===== config.mk =====
export PLATFORM = sky130hd
export DESIGN_NAME = gated_acc_tx
export DESIGN_NICKNAME = d
export VERILOG_FILES = /design/src/rtl/gated_acc_tx.sv
export SDC_FILE = /design/constraint.sdc
export NUM_CORES = 1
export LEC_CHECK = 0
export BUFFER_PORTS_ARGS = -buffer_cell sky130_fd_sc_hd__clkbuf_2
export CORE_UTILIZATION = 25
export DETAILED_ROUTE_END_ITERATION = 8
export GPL_ROUTABILITY_DRIVEN = 0
export PLACE_DENSITY = 0.53
export SLEW_MARGIN = 20
export SYNTH_ARGS = -nofsm -noshare
export SYNTH_HDL_FRONTEND = slang
export SYNTH_SLANG_ARGS = --single-unit
export TNS_END_PERCENT = 100

===== constraint.sdc =====
create_clock -name gated_clk -period 2.92 [get_ports gated_clk]
set_input_delay 0.146 -clock gated_clk [delete_from_list [all_inputs] [get_ports gated_clk]]
set_output_delay 0.146 -clock gated_clk [all_outputs]
set_load 0.05 [all_outputs]

===== src/rtl/gated_acc_tx.sv =====
`default_nettype none
// ============================================================================
//  Module      : gated_acc_tx
//  Description : Transmit side of a split-clock accumulator register. Sums
//                binary-MLP XNOR/popcount beats into a signed DW-bit neuron
//                value, offers it on a valid/ready port and pulses hi_en when
//                the upper field [DW-1:LO_W] changes, so the receiver's gated
//                half is clocked only then.
//                Optional build macro: GATED_ACC_SAT_EN (saturating adds;
//                otherwise the sum wraps modulo 2^DW).
//  Revision    : 1.0 - initial release
// ============================================================================
module gated_acc_tx #(
  parameter int IN_W  = 16,
  parameter int BEATS = 8,
  parameter int DW    = 15,
  parameter int LO_W  = 7
) (
  input  logic            gated_clk,
  input  logic            rst7,
  input  logic            start,
  input  logic [DW-1:0]   bias,
  input  logic            in_valid,
  output logic            in_ready,
  input  logic [IN_W-1:0] xnor_bits,
  output logic            out_valid,
  input  logic            out_ready,
  output logic [DW-1:0]   dout,
  output logic            hi_en,
  output logic            busy
);

  localparam int PW = $clog2(IN_W + 1);
  localparam int CW = (BEATS > 1) ? $clog2(BEATS) : 1;
  localparam int HW = DW - LO_W;

  localparam logic [CW-1:0]      c_last_beat = CW'(BEATS - 1);
  localparam logic signed [DW:0] c_in_w      = (DW + 1)'(IN_W);
  localparam logic [DW-1:0]      c_max_pos   = {1'b0, {(DW-1){1'b1}}};
  localparam logic [DW-1:0]      c_max_neg   = {1'b1, {(DW-1){1'b0}}};

  typedef enum logic [1:0] {
    S_IDLE = 2'd0,
    S_ACC  = 2'd1,
    S_SEND = 2'd2
  } state_t;

  state_t                r_state;
  logic [DW-1:0]         r_acc;
  logic [CW-1:0]         r_beat_cnt;
  logic [DW-1:0]         r_dout;
  logic [HW-1:0]         r_last_hi;
  logic                  r_in_ready;
  logic                  r_out_valid;
  logic                  r_hi_en;
  logic                  r_busy;

  logic [PW-1:0]         w_pop;
  logic signed [DW:0]    w_term;
  logic signed [DW:0]    w_sum;
  logic [DW-1:0]         w_next_acc;
  logic                  w_ovf;

  // Population count of the XNOR bits for the current beat
  always_comb begin
    w_pop = '0;
    for (int i = 0; i < IN_W; i++) begin
      w_pop = w_pop + PW'(xnor_bits[i]);
    end
  end

  // Beat term (2*popcount - IN_W) and the DW+1-bit signed sum with overflow handling
  always_comb begin
    w_term = $signed({{(DW-PW){1'b0}}, w_pop, 1'b0}) - c_in_w;
    w_sum  = $signed({r_acc[DW-1], r_acc}) + w_term;
    w_ovf  = w_sum[DW] ^ w_sum[DW-1];
`ifdef GATED_ACC_SAT_EN
    if (w_ovf) begin
      w_next_acc = w_sum[DW] ? c_max_neg : c_max_pos;
    end else begin
      w_next_acc = w_sum[DW-1:0];
    end
`else
    // Wrap: the top guard bit is simply dropped
    w_next_acc = w_sum[DW-1:0];
`endif
  end

  // Control FSM with registered handshake outputs and the hi-field change detector
  always_ff @(posedge gated_clk or negedge rst7) begin
    if (!rst7) begin
      r_state     <= S_IDLE;
      r_acc       <= '0;
      r_beat_cnt  <= '0;
      r_dout      <= '0;
      r_last_hi   <= '0;
      r_in_ready  <= 1'b0;
      r_out_valid <= 1'b0;
      r_hi_en     <= 1'b0;
      r_busy      <= 1'b0;
    end else begin
      // hi_en is a single-cycle pulse; only the final-beat edge raises it
      r_hi_en <= 1'b0;
      case (r_state)
        S_IDLE: begin
          if (start) begin
            r_state    <= S_ACC;
            r_acc      <= bias;
            r_beat_cnt <= '0;
            r_in_ready <= 1'b1;
            r_busy     <= 1'b1;
          end
        end
        S_ACC: begin
          if (in_valid) begin
            r_acc <= w_next_acc;
            if (r_beat_cnt == c_last_beat) begin
              r_state     <= S_SEND;
              r_beat_cnt  <= '0;
              r_dout      <= w_next_acc;
              r_out_valid <= 1'b1;
              r_in_ready  <= 1'b0;
              r_hi_en     <= (w_next_acc[DW-1:LO_W] != r_last_hi);
              r_last_hi   <= w_next_acc[DW-1:LO_W];
            end else begin
              r_beat_cnt <= r_beat_cnt + 1'b1;
            end
          end
        end
        S_SEND: begin
          if (out_ready) begin
            r_state     <= S_IDLE;
            r_out_valid <= 1'b0;
            r_busy      <= 1'b0;
          end
        end
        default: begin
          r_state     <= S_IDLE;
          r_in_ready  <= 1'b0;
          r_out_valid <= 1'b0;
          r_busy      <= 1'b0;
        end
      endcase
    end
  end

  assign in_ready  = r_in_ready;
  assign out_valid = r_out_valid;
  assign dout      = r_dout;
  assign hi_en     = r_hi_en;
  assign busy      = r_busy;

endmodule
`default_nettype wire


==> results by group, run 1 <==
Clocking
  – Clk buf depth: 2
  – Clock Tree Root: clkbuf_16
  – Clk_lat worst skew: 0.29 ns
  – Clk sinks: 39
  – Hold buffers post-CTS: 0
  – Worst-path clk slew: 0.06 ns
  – TritonCTS buffer count: 5
  – H-tree Lvls: 2
  – CTS tree: built

Timing
  – Max-slew violations: 0
  – Relative slew margins: 39.75%
  – Final worst setup slack: -2.298 ns
  – Least-Margin Pin Slew: between 0.9 and 1 ns
  – Setup TNS: -47.83 ns
  – Skew final: approximately 0.0070 ns
  – Max Fclk: 0.1917 GHz
  – Hold slack: -0.01799 ns
  – Final setup vio count: 27
  – Final Hold Viols: 21
  – Fin crit share: 178.7%
  – RSZ-0062 raised after global routing: yes
  – Tmin final: 5.218 ns

Floorplan
  – I/O Pins: 55
  – DIE HEIGHT: 120.3 microns
  – Core Rows: 42
  – Chip width: ~120 microns
  – Core Footprint: between 10000 and 15000 sq um
  – Die Area: about 14000 sq um
  – Initial Util: 26.00%

Setup path
  – Crit path cell chain: buf_6 > inv_2 > fa_1 > fa_2 > fa_2 > fa_1 > inv_2 > ha_4 > fa_2 > a21o_1 > nand2_1 > ha_1 > inv_2 > ha_4 > and3_4 > a2111oi_4 > a32o_2 > o221ai_2 > a22o_1 > a211o_1 > nor4_2 > a41oi_1
  – R2r setup slk: about 0.10 ns
  – Endpoint class of the critical path: flip-flop
  – Critical path type: in -> reg
  – Worst setup SP type: primary input
  – Crit-path slowest cell: fa_2
  – Crit path arrival time: 5.37 ns
  – Cell family with the largest share of critical-path delay: adder cells
  – CP Buf/Inv Count: 4
  – Max incr delay on CP: 0.57 ns
  – Worst EP required: 3.07 ns
  – Crit path max fanout: 6

Yosys
  – Syn Std Cell Area: 3497 sq um
  – Yosys reg bits: 39
  – Synth area leader: dfrtp_1
  – Register area share after synthesis: 27.91%
  – Avg Cell Area, Syn: 8.407 sq um
  – Ys async rst share: between 90% and 100%
  – Syn Nets: between 400 and 500
  – Ys Warns: 0
  – Top post-synthesis cells by area: dfrtp_1 28%, fa_1 6.3%, nand2_1 4.9%
  – Post-Syn Instances: 416
  – Post-synth EDFFs: 0
  – Top FF cell, synth: dfrtp_1
  – Yosys cell types: 70
  – Post-synth top area share: 27.91%

Global routing
  – Initial antenna violation count: 0
  – GRT Residual Overflow: 0
  – Global-route wire length before repair: 17.35 mm
  – Largest net degree at the start of global routing: 40
  – Global-route total usage across every layer: 14.93%
  – Number of global-route vias before repair: 3534

Drt
  – Final wirelength: 10.49 mm
  – DRT Pass-1 Iters: 4
  – Drc violations: 0
  – Antenna-violating nets left: 0
  – WL/cell: 14.56 microns
  – Vias/cell: between 4 and 5
  – Drt initial violations: 196
  – Via count: 3591

Cells and area
  – Layout fillers: 1375
  – Util after Layout: 39.12%
  – Fraction of layout cells with a size suffix above 1: 43.93%
  – Final net count: roughly 600
  – Final non-filler cell total: 720
  – Ant diodes: 0
  – Layout overhead on the synthesized area: 50.48%
  – Layout Cell Area excl Fill: approximately 5300 sq um

Placed design
  – Placed inst area: 4671 sq um
  – Cell count after placement: ~700
  – Port buffer count: 54
  – Post-DP HPWL: around 8 mm

Min path
  – Worst Hold Class: in -> async

Flow run
  – Max Cap Violations: 0

Outcome
  – Failing checks: hold timing, setup timing
  – Status: finished with violations
## cells by family after synthesis
logic type | Yosys count | synth area share [%]
compound gates | 128 | 26.16
xor+xnor | 29 | 8.444
fa+ha+maj | 23 | 10.59
buf+inv | 59 | 6.512
flops | 39 | 27.91
mux | 7 | 2.218
simple gates | 131 | 18.18
## metrics by stage
| stage | setup WS [ns] | hold WS (ns) |
|---|---|---|
| floorplan | -2.501 | -0.1496 |
| global placement | -2.702 | 0.3585 |
| detailed placement | -2.776 | 0.3648 |
| CTS | -2.336 | 0.05776 |
| global route | -2.580 | 0.07272 |
| finish | -2.298 | -0.01799 |
## final timing paths
path / depth (start not counted) / startpoint / end
max in group asynchronous: 1 / rst7 / r_acc[2]
min in group gated_clk: 3 / bias[2] / r_acc[2]
max reg2reg: 8 / r_acc[12] / hi_en
min: 1 / rst7 / dout[7]
max: 22 / xnor_bits[3] / hi_en
min reg2reg: 2 / r_beat_cnt[2] / r_beat_cnt[2]
## layout make-up
class,count,area (sq um),share of cell area (%)
multi-input cells,318,2736,52.00
flip-flops and latches,39,975.9,18.54
repair buffers,149,1061,20.16
clock inverters,2,12.51,0.2378
clock buffers,6,128.9,2.449
well taps,176,220.2,4.184
inverters,30,127.6,2.425
## registers in the layout (all words and copies together) (netlist names)
register / cells
r_beat_cnt: 3
hi_en: 1
dout: 14
r_last_hi: 1
busy: 1
out_valid: 1
in_ready: 1
r_state: 2
r_acc: 15
## synth_stat cells, types with 3 or more instances
master and number:
nand2_1 46, dfrtp_1 39, o21ai_0 33, nor2_1 30, inv_1 28, clkbuf_1 22
a21oi_1 21, xnor2_1 17, nand3_1 14, ha_1 12, fa_1 11, xor2_1 9
a21o_1 7, a211oi_1 6, mux2_2 6, nor3_1 6, o22ai_1 6, a31oi_1 5
buf_2 5, o211ai_1 5, a22oi_1 4, nor4_1 4, a41oi_1 3, and3_1 3
nand4_1 3, nor2b_1 3, o2111ai_1 3, o211a_1 3, or2_2 3, or3_1 3
xnor3_1 3
## layer usage
layer / part of all wire (%) / track usage (%) / wire, microns
met1: 44 / 19.57 / 4601
met2: 51 / 25.54 / 5303
met3: 4.6 / 2.642 / 485
met5: 0 / 0 / 0
met4: 0.92 / 3.241 / 96
## cell usage in the layout (no fill, tap or decap), types with 4 or more instances in the layout
cell / n
buf_4: 87
o21ai_0: 14
ha_4: 4
a21oi_1: 17
inv_1: 17
fa_1: 7
o21ai_2: 4
dfrtp_1: 39
fa_2: 4
inv_2: 9
o21ai_1: 16
a21o_1: 7
o22ai_1: 6
nor2_1: 29
buf_6: 10
o211ai_1: 5
clkbuf_16: 5
nand3_1: 10
xnor2_1: 9
a31oi_1: 4
a211oi_1: 4
xnor2_2: 5
clkbuf_2: 48
mux2_2: 6
xor2_1: 8
ha_1: 8
nand2_1: 45
## timing repair
| item | in CTS | in global routing |
|---|---|---|
| endpoints found under the setup margin | 28 | 28 |
| gates resized for setup | 50 | 21 |
| pin swaps | 33 | 21 |
| setup buffers | 8 | 7 |
Power of run 1 is left out: the tool's default activity adds up to more than one toggle a clock period on the data nets, which glitch-free logic cannot reach.
==> inputs of run 2 (changes only) <==
--- a/config.mk
+++ b/config.mk
@@ -10,6 +10,7 @@
 export DETAILED_ROUTE_END_ITERATION = 8
 export GPL_ROUTABILITY_DRIVEN = 0
 export PLACE_DENSITY = 0.53
+export SKIP_LAST_GASP = 1
 export SLEW_MARGIN = 20
 export SYNTH_ARGS = -nofsm -noshare
 export SYNTH_HDL_FRONTEND = slang
==> constraint.sdc (replaced) <==
create_clock -name gated_clk -period 2.92 [get_ports gated_clk]
set_input_delay 0 -clock gated_clk [delete_from_list [all_inputs] [get_ports gated_clk]]
set_output_delay 0 -clock gated_clk [all_outputs]
set_load 0.05 [all_outputs]
==> results by group, run 2 (synthesized netlist as in run 1, its figures left out) <==
Outcome
  – Status: finished with violations
  – Failing checks: hold timing, setup timing

Floorplan
  – Initial Util: 26.00% (unchanged)
  – Chip width: 120.3 microns (unchanged)
  – I/O Pins: 55 (unchanged)
  – DIE HEIGHT: 120.3 microns (unchanged)
  – Core Rows: 42 (unchanged)
  – Die Area: 14460 sq um (unchanged)
  – Core Footprint: 13450 sq um (unchanged)

Timing
  – Relative slew margins: 41.55% (+1.8 points)
  – Final Hold Viols: 1 (-95%)
  – Hold slack: -0.005046 ns (+0.01294 ns)
  – RSZ-0062 raised after global routing: yes
  – Tmin final: 5.139 ns (-0.07861 ns)
  – Least-Margin Pin Slew: 0.8767 ns (-0.02700 ns)
  – Max-slew violations: 0 (unchanged)
  – Max Fclk: 0.1946 GHz (+1.5%)
  – Skew final: 0.002977 ns (-0.004037 ns)
  – Final worst setup slack: -2.219 ns (+0.07861 ns)
  – Final setup vio count: 27 (unchanged)
  – Fin crit share: 176.0% (-2.7 points)

Setup path
  – Crit path max fanout: 5 (-1)
  – Reg-to-reg endpoint: hi_en
  – Critical path type: in -> reg
  – Reg-to-reg startpoint: r_acc[6]
  – R2r setup slk: 0.03 ns (-0.07 ns)
  – Endpoint class of the critical path: flip-flop
  – Worst setup SP type: primary input
  – Crit path arrival time: 5.28 ns (-0.09 ns)
  – R2R depth: 10 (+2)
  – Worst EP required: 3.06 ns (about the same)

Placed design
  – Post-DP HPWL: 7.640 mm (-2.1%)
  – Pre-CTS setup slack: -2.644 ns (+0.1321 ns)
  – Port buffer count: 54 (unchanged)

Drt
  – DRT Pass-1 Iters: 4 (unchanged)
  – DRT met1 WL: 4.560 mm (-0.89%)
  – Antenna-violating nets left: 0 (unchanged)
  – Top Layer Used: met4
  – Final wirelength: 10.24 mm (-2.4%)
  – Via count: 3561 (-0.84%)
  – Drc violations: 0 (unchanged)
  – Vias/cell: 4.973 (-0.28%)
  – Met3 routed WL: 366 microns (-25%)
  – WL/cell: 14.29 microns (-1.8%)
  – Met2 wire length: 5.146 mm (-3.0%)
  – Drt initial violations: 157 (-20%)

Cells and area
  – Max reg flops: 15 (unchanged)
  – Ant diodes: 0 (unchanged)
  – Final net count: 598 (-0.66%)
  – Commonest non-fill, non-tap cell in the layout: buf_4
  – Fraction of layout cells with a size suffix above 1: 42.59% (-1.3 points)
  – Biggest register: r_acc
  – Layout overhead on the synthesized area: 49.73%
  – Layout fillers: 1360 (-1.1%)
  – Most frequent cells in the layout: 78 x buf_4, 50 x clkbuf_2, 44 x nand2_1

Global routing
  – Global-route total usage across every layer: 14.42% (-0.51 points)
  – Number of global-route vias before repair: 3501 (-0.93%)
  – Global-route wire length before repair: 16.95 mm (-2.3%)
  – GRT Residual Overflow: 0 (unchanged)
  – Initial antenna violation count: 0 (unchanged)
  – Largest net degree at the start of global routing: 40 (unchanged)

Min path
  – Hold endpoint: r_acc[3]
  – Worst Hold Class: in -> reg
  – Min-delay src: bias[3]
  – Hold depth: 3

Clocking
  – TritonCTS buffer count: 5 (unchanged)
  – Worst-path clk slew: 0.06 ns (about the same)
  – Clock Tree Root: clkbuf_16
  – Clk_lat worst skew: 0.28 ns (about the same)
  – H-tree Lvls: 2 (unchanged)
  – Clk sinks: 39 (unchanged)
  – CTS tree: built
  – Clk buf depth: 2 (unchanged)

Flow run
  – Max Cap Violations: 0 (unchanged)
run 2: critical path: stages:
cell	delay, ns
buf_6	0.07
inv_2	0.03
fa_1	0.51
fa_2	0.59
fa_2	0.44
fa_1	0.50
inv_2	0.04
ha_4	0.16
fa_2	0.34
a21o_1	0.18
nand2_1	0.07
ha_1	0.25
inv_2	0.07
ha_4	0.21
and3_4	0.19
a2111oi_4	0.32
buf_4	0.19
a32oi_4	0.14
o41ai_2	0.28
a32oi_2	0.11
xnor3_1	0.21
nor4_2	0.24
a41oi_1	0.13
run 2: what timing repair did:
item,CTS,global route
endpoints found under the setup margin,27,27
pin swaps,37,24
cloned,0,0
resized for setup,42,25
hold buffers,6,0
hold endpoints to repair,44,0
setup buffers,7,5
run 2: worst max path at each step:
| stage | from | endpoint | slack (ns) | depth (start not counted) |
|---|---|---|---|---|
| 6_report | xnor_bits[7] | hi_en | -2.22 | 23 |
| 5_1_grt | xnor_bits[7] | hi_en | -2.49 | 23 |
| 4_1_cts | xnor_bits[7] | hi_en | -2.23 | 22 |
| 3_5_place_dp | xnor_bits[5] | hi_en | -2.64 | 22 |
| 3_3_place_gp | xnor_bits[5] | hi_en | -2.55 | 22 |
| 2_1_floorplan | xnor_bits[15] | hi_en | -2.35 | 23 |
run 2: metal layers:
metal  track usage, %  vias up
met5                0        -
met4            4.552        0
met3            1.274       13
met2            25.57       91
met1            18.38     1716
li1                 -     1741
run 2: cell type report:
type | count | area [sq um] | share of cell area [%]
timing repair buffer | 145 | 1011 | 19.31
sequential | 39 | 975.9 | 18.64
clock inverter | 2 | 35.03 | 0.6691
tap | 176 | 220.2 | 4.205
multi-input combinational | 318 | 2728 | 52.09
inverter | 30 | 127.6 | 2.437
clock buffer | 6 | 138.9 | 2.652
run 2: through the flow:
step	utilization [%]	cell area, sq um	instances	setup TNS [ns]	hold WS, ns
after detailed placement	34.25	4608	692	-54.22	0.2163
after floorplan	-	3680	416	-42.63	-0.2956
after CTS	37.78	5082	712	-44.54	0.002799
after global routing	38.92	5236	716	-49.97	0.02612
after global placement	34.25	4608	692	-52.32	0.2110
final	38.92	5236	716	-44.71	-0.005046
Power of run 2 is left out for the same reason.
==> inputs of run 3 (changes only) <==
--- a/config.mk
+++ b/config.mk
@@ -9,6 +9,7 @@
 export CORE_UTILIZATION = 25
 export DETAILED_ROUTE_END_ITERATION = 8
 export GPL_ROUTABILITY_DRIVEN = 0
+export GPL_TIMING_DRIVEN = 0
 export PLACE_DENSITY = 0.53
 export SKIP_LAST_GASP = 1
 export SLEW_MARGIN = 20
==> results by group, run 3 (synthesized netlist as in run 1, its figures left out) <==
Clocking
  – CTS tree: built
  – Clk_lat worst skew: 0.29 ns (about the same)
  – Clk buf depth: 2 (unchanged)
  – Clk sinks: 39 (unchanged)
  – Clock Tree Root: clkbuf_16
  – Worst-path clk slew: 0.06 ns (about the same)
  – H-tree Lvls: 2 (unchanged)
  – TritonCTS buffer count: 5 (unchanged)

Setup path
  – Endpoint class of the critical path: flip-flop
  – Critical path type: in -> reg
  – Crit path arrival time: 5.51 ns (+0.23 ns)
  – Critical path capture point: r_acc[10]
  – R2R depth: 9 (-1)
  – Worst EP required: 3.10 ns (+0.04 ns)
  – Crit path max fanout: 4 (-1)
  – Reg-to-reg startpoint: r_acc[4]
  – Reg-to-reg endpoint: hi_en
  – R2r setup slk: -0.27 ns (-0.30 ns)
  – Worst setup SP type: primary input
  – Origin of the worst setup path: xnor_bits[7]

Placed design
  – Placed inst area: 4170 sq um (-9.5%)
  – Post-DP HPWL: 7.669 mm (+0.37%)
  – Port buffer count: 54 (unchanged)
  – Pre-CTS setup slack: -2.936 ns (-0.2918 ns)

Drt
  – WL/cell: 15.67 microns (+9.7%)
  – Antenna-violating nets left: 0 (unchanged)
  – Vias/cell: 5.117 (+2.9%)
  – DRT Pass-1 Iters: 4 (unchanged)
  – Final wirelength: 10.85 mm (+6.0%)
  – Drc violations: 0 (unchanged)
  – Drt initial violations: 230 (+46%)
  – Via count: 3541 (-0.56%)

Global routing
  – Largest net degree at the start of global routing: 40 (unchanged)
  – Global-route wire length before repair: 18.11 mm (+6.8%)
  – Global-route total usage across every layer: 15.73% (+1.3 points)
  – GRT Residual Overflow: 0 (unchanged)
  – Initial antenna violation count: 0 (unchanged)
  – Number of global-route vias before repair: 3579 (+2.2%)

Min path
  – Worst Hold Class: in -> reg

Timing
  – Least-Margin Pin Slew: 0.8932 ns (+0.01642 ns)
  – Final worst setup slack: -2.412 ns (-0.1930 ns)
  – Final Hold Viols: 0 (-1)
  – Final setup vio count: 27 (unchanged)
  – Skew final: 0.004107 ns (+0.001129 ns)
  – Fin crit share: 182.6% (+6.6 points)
  – Max-slew violations: 0 (unchanged)
  – Max Fclk: 0.1876 GHz (-3.6%)
  – Tmin final: 5.332 ns (+0.1930 ns)
  – Relative slew margins: 40.46% (-1.1 points)
  – RSZ-0062 raised after global routing: yes

Floorplan
  – Core Rows: 42 (unchanged)
  – Core Footprint: 13450 sq um (unchanged)
  – I/O Pins: 55 (unchanged)
  – Initial Util: 26.00% (unchanged)
  – DIE HEIGHT: 120.3 microns (unchanged)
  – Die Area: 14460 sq um (unchanged)
  – Chip width: 120.3 microns (unchanged)

Cells and area
  – Layout Cell Area excl Fill: 5004 sq um (-4.4%)
  – Layout fillers: 1388 (+2.1%)
  – Area of the multi-input gates: 2746 sq um (+0.69%)
  – Final net count: 574 (-4.0%)
  – FF+latch area: 975.9 sq um (unchanged)
  – Layout overhead on the synthesized area: 43.08%
  – Ant diodes: 0 (unchanged)
  – Max reg flops: 15 (unchanged)
  – Commonest non-fill, non-tap cell in the layout: clkbuf_2
  – Fraction of layout cells with a size suffix above 1: 33.53% (-9.1 points)
  – Most frequent cells in the layout: 50 x clkbuf_2, 45 x nand2_1, 39 x dfrtp_1
  – Biggest register: r_acc

Outcome
  – Failing checks: setup timing
  – Status: finished with violations

Flow run
  – Max Cap Violations: 0 (unchanged)
## run 3: cell count changes in the layout (fill, tap and decap cells not counted), moves of 3 or more
cell | before | now
buf_2 | 2 | 6
buf_4 | 78 | 26
clkbuf_1 | 0 | 21
o21ai_0 | 15 | 18
o41ai_2 | 3 | 0
## run 3: how the worst min path moves through the flow
stage | to | slack, ns | start | depth (start not counted)
final | r_acc[5] | 0.03 | bias[5] | 3
after global placement | r_acc[0] | 0.21 | rst7 | 1
after floorplan | busy | -0.30 | rst7 | 0
after CTS | r_acc[3] | 0.03 | bias[3] | 3
after detailed placement | dout[0] | 0.23 | rst7 | 1
after global routing | r_acc[3] | 0.03 | bias[3] | 3
## run 3: critical path, stage by stage
cell and delay [ns]:
buf_6 0.07, inv_2 0.03, fa_1 0.50, fa_2 0.59, fa_2 0.44, fa_1 0.50, inv_2 0.04, ha_4 0.16
fa_2 0.37, a21o_1 0.18, nand2_1 0.09, ha_1 0.24, inv_2 0.07, ha_4 0.20, clkbuf_16 0.15, nand3_4 0.08
nor3_4 0.05, a2111oi_4 0.35, a32o_2 0.33, o211ai_1 0.15, nor4_4 0.44, buf_4 0.21, a211oi_4 0.06, a21o_1 0.19
## run 3: metal layers
| metal | wire (microns) | track usage, % | up-vias |
|---|---|---|---|
| met5 | 0 | 0 | - |
| met4 | 179 | 5.247 | 0 |
| met3 | 425 | 1.792 | 19 |
| met2 | 5412 | 27.80 | 76 |
| met1 | 4829 | 19.80 | 1743 |
| li1 | - | - | 1703 |
## run 3: final cells by class
type	instances	area share, %
Multi-Input combinational cell	318	54.89
Inverter	30	2.551
Timing Repair Buffer	92	12.45
Tap cell	176	4.401
Clock buffer	6	2.776
Buffer	29	2.726
Clock inverter	2	0.7002
Sequential cell	39	19.50
## run 3: stage by stage
stage	TNS, ns	hold WS, ns	cells	util [%]
2_1_floorplan	-42.63	-0.2956	416	-
3_3_place_gp	-55.47	0.2116	646	31.00
3_5_place_dp	-56.67	0.2258	646	31.00
4_1_cts	-47.33	0.02603	682	35.89
5_1_grt	-53.15	0.02555	692	37.19
6_report	-47.54	0.02577	692	37.19
## run 3: what timing repair did
item | in CTS | in global routing
hold buffers | 7 | 0
pin swaps | 31 | 15
endpoints found under the hold margin | 44 | 0
gates resized for setup | 41 | 20
setup endpoints to repair | 27 | 27
setup buffers | 21 | 12
Power of run 3 is left out for the same reason.
